File: src/rtl/score_display.sv
// Binary score (0..2^BW-1) to two multiplexed 7-segment digits via a sequential double-dabble engine.
// Optional build macro SCORE_BLANK_EN: blank a leading zero in the tens slot.
module score_display #(
  parameter int BW          = 7,
  parameter int REFRESH_DIV = 1000
) (
  input  logic          clk_i,
  input  logic          rst_n_i,
  input  logic [BW-1:0] value_i,
  output logic [6:0]    seg_o,
  output logic [1:0]    dig_o,
  output logic          busy_o,
  output logic          overflow_o
);
  localparam int SW = BW + 12;
  localparam int IW = $clog2(BW + 1);
  localparam int RW = $clog2(REFRESH_DIV);

  typedef enum logic [1:0] {IDLE, SHIFT, DONE} state_t;

  state_t        state_q, state_d;
  logic [BW-1:0] last_q;
  logic [SW-1:0] shift_q, shift_adj;
  logic [IW-1:0] iter_q;
  logic [3:0]    tens_q, ones_q, digit;
  logic          ovf_q;
  logic [RW-1:0] ref_q;
  logic          sel_q;

  always_comb begin
    state_d = state_q;
    case (state_q)
      IDLE:    if (value_i != last_q) state_d = SHIFT;
      SHIFT:   if (iter_q == IW'(BW - 1)) state_d = DONE;
      DONE:    state_d = IDLE;
      default: state_d = IDLE;
    endcase
  end

  // Add-3 on every BCD nibble >= 5 before the shift.
  always_comb begin
    shift_adj = shift_q;
    for (int i = 0; i < 3; i++)
      if (shift_q[BW+4*i +: 4] >= 4'd5)
        shift_adj[BW+4*i +: 4] = shift_q[BW+4*i +: 4] + 4'd3;
  end

  always_ff @(posedge clk_i or negedge rst_n_i) begin
    if (!rst_n_i) begin
      state_q <= IDLE;
      last_q  <= '0;
      shift_q <= '0;
      iter_q  <= '0;
      tens_q  <= '0;
      ones_q  <= '0;
      ovf_q   <= 1'b0;
    end else begin
      state_q <= state_d;
      case (state_q)
        IDLE: if (value_i != last_q) begin
          last_q  <= value_i;
          shift_q <= {12'b0, value_i};
          iter_q  <= '0;
        end
        SHIFT: begin
          shift_q <= shift_adj << 1;
          iter_q  <= iter_q + IW'(1);
        end
        DONE: begin
          tens_q <= shift_q[BW+4 +: 4];
          ones_q <= shift_q[BW   +: 4];
          ovf_q  <= |shift_q[BW+8 +: 4];
        end
        default: ;
      endcase
    end
  end

  // Digit multiplex free-runs, unaffected by conversions.
  always_ff @(posedge clk_i or negedge rst_n_i) begin
    if (!rst_n_i) begin
      ref_q <= '0;
      sel_q <= 1'b0;
    end else if (ref_q == RW'(REFRESH_DIV - 1)) begin
      ref_q <= '0;
      sel_q <= ~sel_q;
    end else begin
      ref_q <= ref_q + RW'(1);
    end
  end

  assign digit = sel_q ? tens_q : ones_q;

  always_comb begin
    case (digit)
      4'd0:    seg_o = 7'b0111111;
      4'd1:    seg_o = 7'b0000110;
      4'd2:    seg_o = 7'b1011011;
      4'd3:    seg_o = 7'b1001111;
      4'd4:    seg_o = 7'b1100110;
      4'd5:    seg_o = 7'b1101101;
      4'd6:    seg_o = 7'b1111101;
      4'd7:    seg_o = 7'b0000111;
      4'd8:    seg_o = 7'b1111111;
      4'd9:    seg_o = 7'b1101111;
      default: seg_o = 7'b0000000;
    endcase
    if (ovf_q) seg_o = 7'b1000000;
`ifdef SCORE_BLANK_EN
    else if (sel_q && tens_q == 4'd0) seg_o = 7'b0000000;
`else
`endif
  end

  assign dig_o      = sel_q ? 2'b10 : 2'b01;
  assign busy_o     = (state_q != IDLE);
  assign overflow_o = ovf_q;
endmodule

File: config.mk
export PLATFORM = sky130hd
export DESIGN_NAME = score_display
export DESIGN_NICKNAME = d
export VERILOG_FILES = /design/src/rtl/score_display.sv
export SDC_FILE = /design/constraint.sdc
export NUM_CORES = 1
export LEC_CHECK = 0
export CAP_MARGIN = 20
export CORE_ASPECT_RATIO = 0.9
export CORE_MARGIN = 4
export CORE_UTILIZATION = 40
export CTS_CLUSTER_SIZE = 16
export DETAILED_ROUTE_END_ITERATION = 10
export SLEW_MARGIN = 20
export SYNTH_ARGS = -nofsm -noshare
export SYNTH_HDL_FRONTEND = slang
export SYNTH_SLANG_ARGS = --single-unit
File: constraint.sdc
create_clock -name clk_i -period 6.5 [get_ports clk_i]
set_input_delay 1.95 -clock clk_i [delete_from_list [all_inputs] [get_ports clk_i]]
set_output_delay 1.95 -clock clk_i [all_outputs]
set_load 0.02 [all_outputs]
# Word level (Yosys, flattened, before mapping)
# Memory sizes are Yosys's and may differ from the RTL's.
# Index checks and enable logic that the tools add are counted.
# word_totals
mem_bits_rw	0
latch_bits	0
elab_cells	47
mem_bits_ro	112
output_inout_bits	11
memories	1
register_bits	51
inputBits	9
# classes
n_addsub	5
magnitude_cmp	3
n_mux	14
multipliers	0
n_reduce_logical	7
shifts	0
bitwise	1
div	0
n_eq_ne	7
# mem_list
name	depth	word_bits	rd	rd_ports_with_merged_regs	wr	line	rtl
(name not given)	16	7	1	0	0	95	case (digit)
# ops
op	count
$pmux W19 S2	1
$mux W19	1
$ge A4 B3 Y1 const B	3
$mux W4	3
$add A10 B1 Y10 const B	1
$eq A10 B10 Y1 const B	1
$mux W10	1
$add A4 B2 Y4 const B	2
$mux W7	1
$ne A7 B7 Y1	1
$mux W2	3
$mux W3	2
$pmux W3 S2	1
$reduce_and A2 Y1	3
$ne A2 B2 Y1 const B	2
$pmux W2 S2	1
$reduce_bool A2 Y1	2
$reduce_or A4 Y1	1
$add A3 B1 Y3 const B	1
$add A3 B2 Y3 const B	1
$eq A3 B3 Y1 const B	1
$eq A2 B1 Y1 const B	1
$eq A2 B2 Y1 const B	1
$logic_not A2 Y1	1
$not A1 Y1	1

# Depth between registers and ports, before layout
# Gate-level depths: netlist of the first run.
# depth
ltp_word	3
ltp_mapped	7
depth_no_buf	6

# Worst setup path after synthesis of the first run
# OpenSTA, ideal clock, no wires.
# synth_timing
path_kind	register to output
start	reg sel_q
end	out seg_o[0]
arrival_time_ns	1.929
setup_slack_ns	2.621
required_time_ns	4.550
stages_incl_launch_ff	6
n_path_buf	1
path_cell_list	dfrtp_1 -> clkbuf_1 -> mux2i_1 -> inv_1 -> or3_1 -> a21oi_1
# synth_between
elab_chain_cells	3
# synth_rtl
item	line	rtl
from (decl)	28	logic sel_q;
from (signal assigned)	86	sel_q <= ~sel_q;
$mux W4	92	assign digit = sel_q ? tens_q : ones_q;
$mem_v2 Z16 W7	-	
$mux W7	108	if (ovf_q) seg_o = 7'b1000000;
to (decl)	10	output logic [6:0] seg_o,
# No other way between the ends.

# Worst setup path in the final report of the first run
# Ends and elaborated chain as after synthesis.

==> results of run 1 <==
## metrics by stage
step	instance area, um2	hold WS [ps]	cells	power [W]	util, %
floorplan	2850	433	273	0.00107	-
global placement	3060	455	370	0.00124	45.3
detailed placement	3060	469	370	0.00126	45.3
CTS	3150	485	378	0.00145	46.6
global route	3150	533	378	0.00156	46.6
finish	3150	482	378	0.00143	46.6
## worst max-delay path, stage by stage, from the launching register on
cell and delay [ps]:
dfrtp_1 520, mux2i_1 490, inv_1 140, or3_1 460
a21oi_1 160, clkdlybuf4s50_1 620
## cells by family after synthesis
group | Yosys count
xor gates and xnor gates | 19
AOI/OAI and AO/OA | 59
adders and majority gates | 15
buffers and inverters | 27
muxes | 22
and+or+nand+nor | 80
DFF | 51
## state kept, by name, summed over array words and instances (netlist names)
signal / count
ref_q: 10
sel_q: 1
state_q: 2
ones_q: 4
overflow_o: 1
shift_q: 19
iter_q: 3
last_q: 7
tens_q: 4
## report_power, final
part           switching [W]  internal, W  leakage [nW]  total (W)
clock network       0.000107    0.0000751        0.0402   0.000182
registers           0.000111     0.000428         0.646   0.000538
logic               0.000356     0.000351         0.684   0.000707
## metal layers
metal  share of wire, %  track usage (%)
met1                 52             16.7
met2                 44             20.5
met3                3.2             2.79
met4                1.3             3.83
met5                  0                0
## cell usage in the layout, fill, tap and decap left out, types with 3 or more instances in the layout
cell type        instances
nor2_1                  17
xor2_1                   8
nand3_1                 11
clkdlybuf4s50_1         18
ha_1                    15
mux2i_1                  6
nand4b_1                 7
mux2_2                  16
nor3_1                   6
xnor2_1                 11
o21ai_0                 15
nand2b_1                 4
a21oi_1                 11
a22o_2                   8
dfrtp_1                 51
o211ai_1                 7
nand2_1                 20
clkbuf_8                 5
nor2b_1                  3
a22oi_1                  6
o2bb2ai_1                3
inv_1                   13
## final timing paths
kind	from	end	slack (ps)	depth (start not counted)
max	sel_q	seg_o[0]	1850	5
min	ref_q[0]	ref_q[0]	480	1
max reg2reg	last_q[0]	iter_q[0]	4460	4
min reg2reg	ref_q[0]	ref_q[0]	480	1
max in group asynchronous	rst_n_i	ones_q[0]	4320	2
min in group asynchronous	rst_n_i	shift_q[16]	1740	2
## cell type report
class	instances	area (um2)	area share [%]
repair buffers	20	193	6.11
multi-input cells	195	1430	45.4
clock buffers	5	68.8	2.18
flip-flops and latches	51	1280	40.5
well taps	90	113	3.57
clock inverters	3	20.0	0.635
inverters	14	52.6	1.67
==> key figures, run 1 <==
Pwr
  – Worst VDD drop: 0.214 mV
  – PD cells: 453 mW/mm2
  – Leak: 1.37 nW

Worst setup path
  – Critical Path End Type: output port
  – CP Class: flop to output port
  – Critical path required time: 4550 ps
  – CP Max Fanout: 7
  – CP Launch Type: flop
  – Arrival time worst endpoint: approximately 2700 ps

Synthesis
  – Xor/xnor share of the synthesized area: 5.83%
  – Synth Cell Area: 0.00285 mm2
  – Post-synth ARST share: 100%
  – Largest area contributor in the netlist: dfrtp_1
  – Post-Synthesis Cells: 273
  – Sequential area share after synthesis: around 45%
  – Syn_nets: 297
  – Largest family of logic cells by synthesized area: compound AO/OA/AOI/OAI gates
  – Number of synthesized register bits: 51
  – Synth top area share: 44.7%
  – Area contributors post-synth: dfrtp_1 (45%), ha_1 (6.6%), mux2_2 (6.3%), xnor2_1 (3.4%), a22o_2 (2.8%)
  – Synth top cells by count: dfrtp_1 (51), nand2_1 (20), nor2_1 (17)
  – Post-synth EDFFs: 0
  – Top-count cell post-synth: dfrtp_1
  – YS warnings: 0
  – Primary FF master, synth: dfrtp_1
  – Syn_area_per_cell: 10.4 um2
  – Post-synthesis cell type count: 44
  – Simple-gate area share of the yosys netlist: ~15%
  – Post-Synth Adder-Cell Area: 6.58%
  – Synth Area in Compound Gates: 14.8%
  – Mux cell area share after synthesis: under 10%

Clock tree
  – Worst-Skew Late Latency: 300 ps
  – CTS tree: built
  – H-tree depth: 2
  – Max Buffers Root-to-Sink: 2
  – Post-CTS Setup Bufs: 0
  – # clock sinks: 51
  – Register clock-pin slew on the reported worst setup and hold paths: 100 ps
  – Num CTS Buffers: 5
  – Hold buffers post-CTS: 0
  – # resized after CTS: 0
  – Root buffer cell: clkbuf_8

Outcome
  – Status: completed

Floorplanning
  – Die area: 0.00855 mm2
  – Core footprint: 0.00676 mm2
  – Initial Util: 42.2%
  – Site row count: 28
  – Die span in y: 88.1 um
  – Die X: 97.0 um
  – IO Pins: 20

Global routing
  – Vias in the first global route: 1933
  – GRT Util Overall: about an eighth
  – First-pass GRT wire length: 8.81 mm
  – Initial antenna violation count: 0
  – Grt total ovfl: 0
  – Largest net degree at the start of global routing: 52

Routing
  – Vias per Instance: around 5.2
  – Routed via count: 1981
  – Wire per inst: 13.3 um
  – DR DRC count: 0
  – Initial drt markers: 69
  – Pre-antenna DRT Iters: 4
  – Post-route ant nets: 0
  – WL final: between 5 and 6 mm

Timing
  – Final Max Tran Viols: 0
  – Clk_skew: 6.63 ps
  – Fmax achieved: 215 MHz
  – Total negative slack: 0 ps
  – Worst-Margin Slew: 791 ps
  – Final clock period utilization by the worst path: between 70% and 80%
  – Final Hold Viols: 0
  – RSZ-0062 raised after global routing: false
  – Slew margin rel.: 46.9%
  – Min Tclk post-route: approximately 4700 ps
  – Post-route setup slack: 1850 ps
  – # setup viols final: 0

Placement
  – Placer Congestion: around 0.80
  – Dpl ws: 2170 ps
  – Port Buffer Count: 19
  – Final HPWL DP: 3.56 mm

Run
  – Max Cap Violations: 0

Layout
  – Nets@finish: 311
  – Diode count: 0
  – Filler instances: between 600 and 700
  – Layout cell share with drive strength beyond 1: 13.5%
  – P&R area growth vs syn: 10.5%

Min path
  – Hold Path Class: flop to flop
No activity file was read; power rests on OpenSTA's default activity.
==> run 2: changes to the inputs <==
==> constraint.sdc (replaced) <==
create_clock -name clk_i -period 4.6 [get_ports clk_i]
set_input_delay 1.38 -clock clk_i [delete_from_list [all_inputs] [get_ports clk_i]]
set_output_delay 1.38 -clock clk_i [all_outputs]
set_load 0.02 [all_outputs]
==> key figures, run 2 (same netlist as run 1, synthesis figures left out) <==
Global routing
  – Grt total ovfl: 0 (unchanged)
  – First-pass GRT wire length: 9.11 mm (was 8.81 mm)
  – Initial antenna violation count: 0 (unchanged)
  – GRT Util Overall: 12.8% (was 12.5%)
  – Vias in the first global route: 2011 (was 1933)
  – Largest net degree at the start of global routing: 40 (was 52)

Worst setup path
  – R2R Path End: iter_q[0] (unchanged)
  – Critical path required time: 3220 ps (was 4550 ps)
  – Critical Path End Type: output port (unchanged)
  – CP Max Fanout: 7 (unchanged)
  – R2R Setup Slk: 2530 ps (was 4460 ps)
  – Arrival time worst endpoint: 2700 ps (about the same)
  – CP Class: flop to output port (unchanged)
  – Reg2Reg Depth: 4 (unchanged)
  – Reg-to-Reg Start: last_q[0] (unchanged)
  – CP Launch Type: flop (unchanged)

Clock tree
  – # clock sinks: 51 (unchanged)
  – CTS tree: built (unchanged)
  – # resized after CTS: 0 (unchanged)
  – Num CTS Buffers: 5 (unchanged)
  – Hold buffers post-CTS: 0 (unchanged)
  – Max Buffers Root-to-Sink: 2 (unchanged)
  – Root buffer cell: clkbuf_8 (unchanged)
  – Register clock-pin slew on the reported worst setup and hold paths: 90 ps (was 100 ps)
  – Post-CTS Setup Bufs: 0 (unchanged)
  – Worst-Skew Late Latency: 300 ps (about the same)
  – H-tree depth: 2 (unchanged)

Placement
  – Final HPWL DP: 3.61 mm (was 3.56 mm)
  – Placed Instances: 370 (unchanged)
  – Port Buffer Count: 19 (unchanged)
  – DP Area: 0.00306 mm2 (unchanged)
  – Placer Congestion: 0.796 (was 0.802)
  – Dpl ws: 857 ps (was 2170 ps)

Routing
  – Routed via count: 1969 (was 1981)
  – Vias per Instance: 5.21 (was 5.24)
  – Post-route ant nets: 0 (unchanged)
  – Wire per inst: 13.5 um (was 13.3 um)
  – Initial drt markers: 64 (was 69)
  – WL final: 5.11 mm (was 5.03 mm)
  – DR DRC count: 0 (unchanged)
  – Pre-antenna DRT Iters: 4 (unchanged)

Layout
  – Max reg flops: 19 (unchanged)
  – Biggest registers after layout: shift_q x19, ref_q x10, last_q x7 (unchanged)
  – Layout cell share with drive strength beyond 1: 13.5% (unchanged)
  – Reg area: 0.00128 mm2 (unchanged)
  – Post-route cell area: 0.00315 mm2 (unchanged)
  – Most frequent cells in the layout: dfrtp_1 (51), nand2_1 (20), clkdlybuf4s50_1 (18), nor2_1 (17), mux2_2 (16) (unchanged)
  – Multi-input logic area: 0.00143 mm2 (unchanged)
  – P&R area growth vs syn: 10.5% (unchanged)
  – Diode count: 0 (unchanged)
  – Commonest non-fill, non-tap cell in the layout: dfrtp_1 (unchanged)
  – Fin cells: 378 (unchanged)
  – Largest Register: shift_q (unchanged)
  – Filler instances: 625 (was 639)
  – Nets@finish: 311 (unchanged)

Timing
  – Clk_skew: 7.11 ps (was 6.63 ps)
  – Min Tclk post-route: a little over 4000 ps
  – Slew margin rel.: 42.3% (was 46.9%)
  – # setup viols final: 0 (unchanged)
  – Final Max Tran Viols: 0 (unchanged)
  – Total negative slack: 0 ps (unchanged)
  – RSZ-0062 raised after global routing: false (unchanged)
  – Post-route setup slack: 522 ps (was 1850 ps)
  – Fmax achieved: 245 MHz
  – Final clock period utilization by the worst path: about nine tenths
  – Final Hold Viols: 0 (unchanged)
  – Worst-Margin Slew: 866 ps (was 791 ps)

Pwr
  – PD cells: 641 mW/mm2 (was 453 mW/mm2)
  – Total power: 0.00202 W (was 0.00143 W)
  – Leak: 1.37 nW (unchanged)
  – Worst VDD drop: 0.285 mV (was 0.214 mV)

Floorplanning
  – Die area: 0.00855 mm2 (unchanged)
  – Die X: 97.0 um (unchanged)
  – Site row count: 28 (unchanged)
  – Core footprint: 0.00676 mm2 (unchanged)
  – IO Pins: 20 (unchanged)
  – Initial Util: 42.2% (unchanged)
  – Die span in y: 88.1 um (unchanged)

Min path
  – Worst Hold End: ones_q[0] (was ref_q[0])
  – WHS Path Cells: 2 (was 1)
  – Worst hold start: ones_q[0] (was ref_q[0])
  – Hold Path Class: flop to flop (unchanged)

Run
  – Max Cap Violations: 0 (unchanged)

Outcome
  – Status: completed (unchanged)
==> run 2: cell counts in the layout (fill, tap and decap cells not counted) <==
No cell type changed its count.
==> run 2: worst max-delay path, stage by stage (launching register included) <==
cell and delay, ps:
dfrtp_1 520, mux2i_1 500, inv_1 140, or3_1 460, a21oi_1 150, clkdlybuf4s50_1 620
==> run 2: per-stage QoR <==
stage,hold slack (ps),util [%]
after floorplan,433,-
after global placement,455,45.3
after detailed placement,470,45.3
after CTS,484,46.6
after global routing,526,46.6
final,487,46.6
==> run 2: layout make-up <==
type / count / share of cell area [%]
Timing Repair Buffer: 20 / 6.11
Inverter: 14 / 1.67
Clock inverter: 3 / 0.635
Multi-Input combinational cell: 195 / 45.4
Sequential cell: 51 / 40.5
Tap cell: 90 / 3.57
Clock buffer: 5 / 2.18
==> run 2: report_power, final <==
group / leakage (nW) / internal (W) / total [W] / switching [W]
Combinational: 0.684 / 0.000497 / 0.00100 / 0.000506
Clock: 0.0402 / 0.000106 / 0.000257 / 0.000150
Sequential: 0.646 / 0.000604 / 0.000762 / 0.000158
==> run 2: worst max path at each step <==
stage                     startpoint        to  slack, ps  cells past startpoint
final                          sel_q  seg_o[3]        520                      5
after global routing           sel_q  seg_o[0]        350                      5
after CTS                      sel_q  seg_o[3]        510                      5
after detailed placement       sel_q  seg_o[3]        860                      5
after global placement         sel_q  seg_o[0]        940                      5
after floorplan                sel_q  seg_o[0]       1290                      5
==> run 2: routing by layer <==
layer	vias up	share of wire, %	GRT usage [%]
li1	999	-	-
met5	-	0	0
met2	32	45	20.8
met3	5	3.6	2.79
met4	0	0.61	3.06
met1	933	51	17.6
==> run 3: changes to the inputs <==
--- a/config.mk
+++ b/config.mk
@@ -9,6 +9,7 @@
 export CORE_ASPECT_RATIO = 0.9
 export CORE_MARGIN = 4
 export CORE_UTILIZATION = 40
+export CTS_BUF_LIST = sky130_fd_sc_hd__clkbuf_8
 export CTS_CLUSTER_SIZE = 16
 export DETAILED_ROUTE_END_ITERATION = 10
 export SLEW_MARGIN = 20
==> results of run 3 <==
Same layout as run 2: the final DEF is identical, and so are final timing and power.
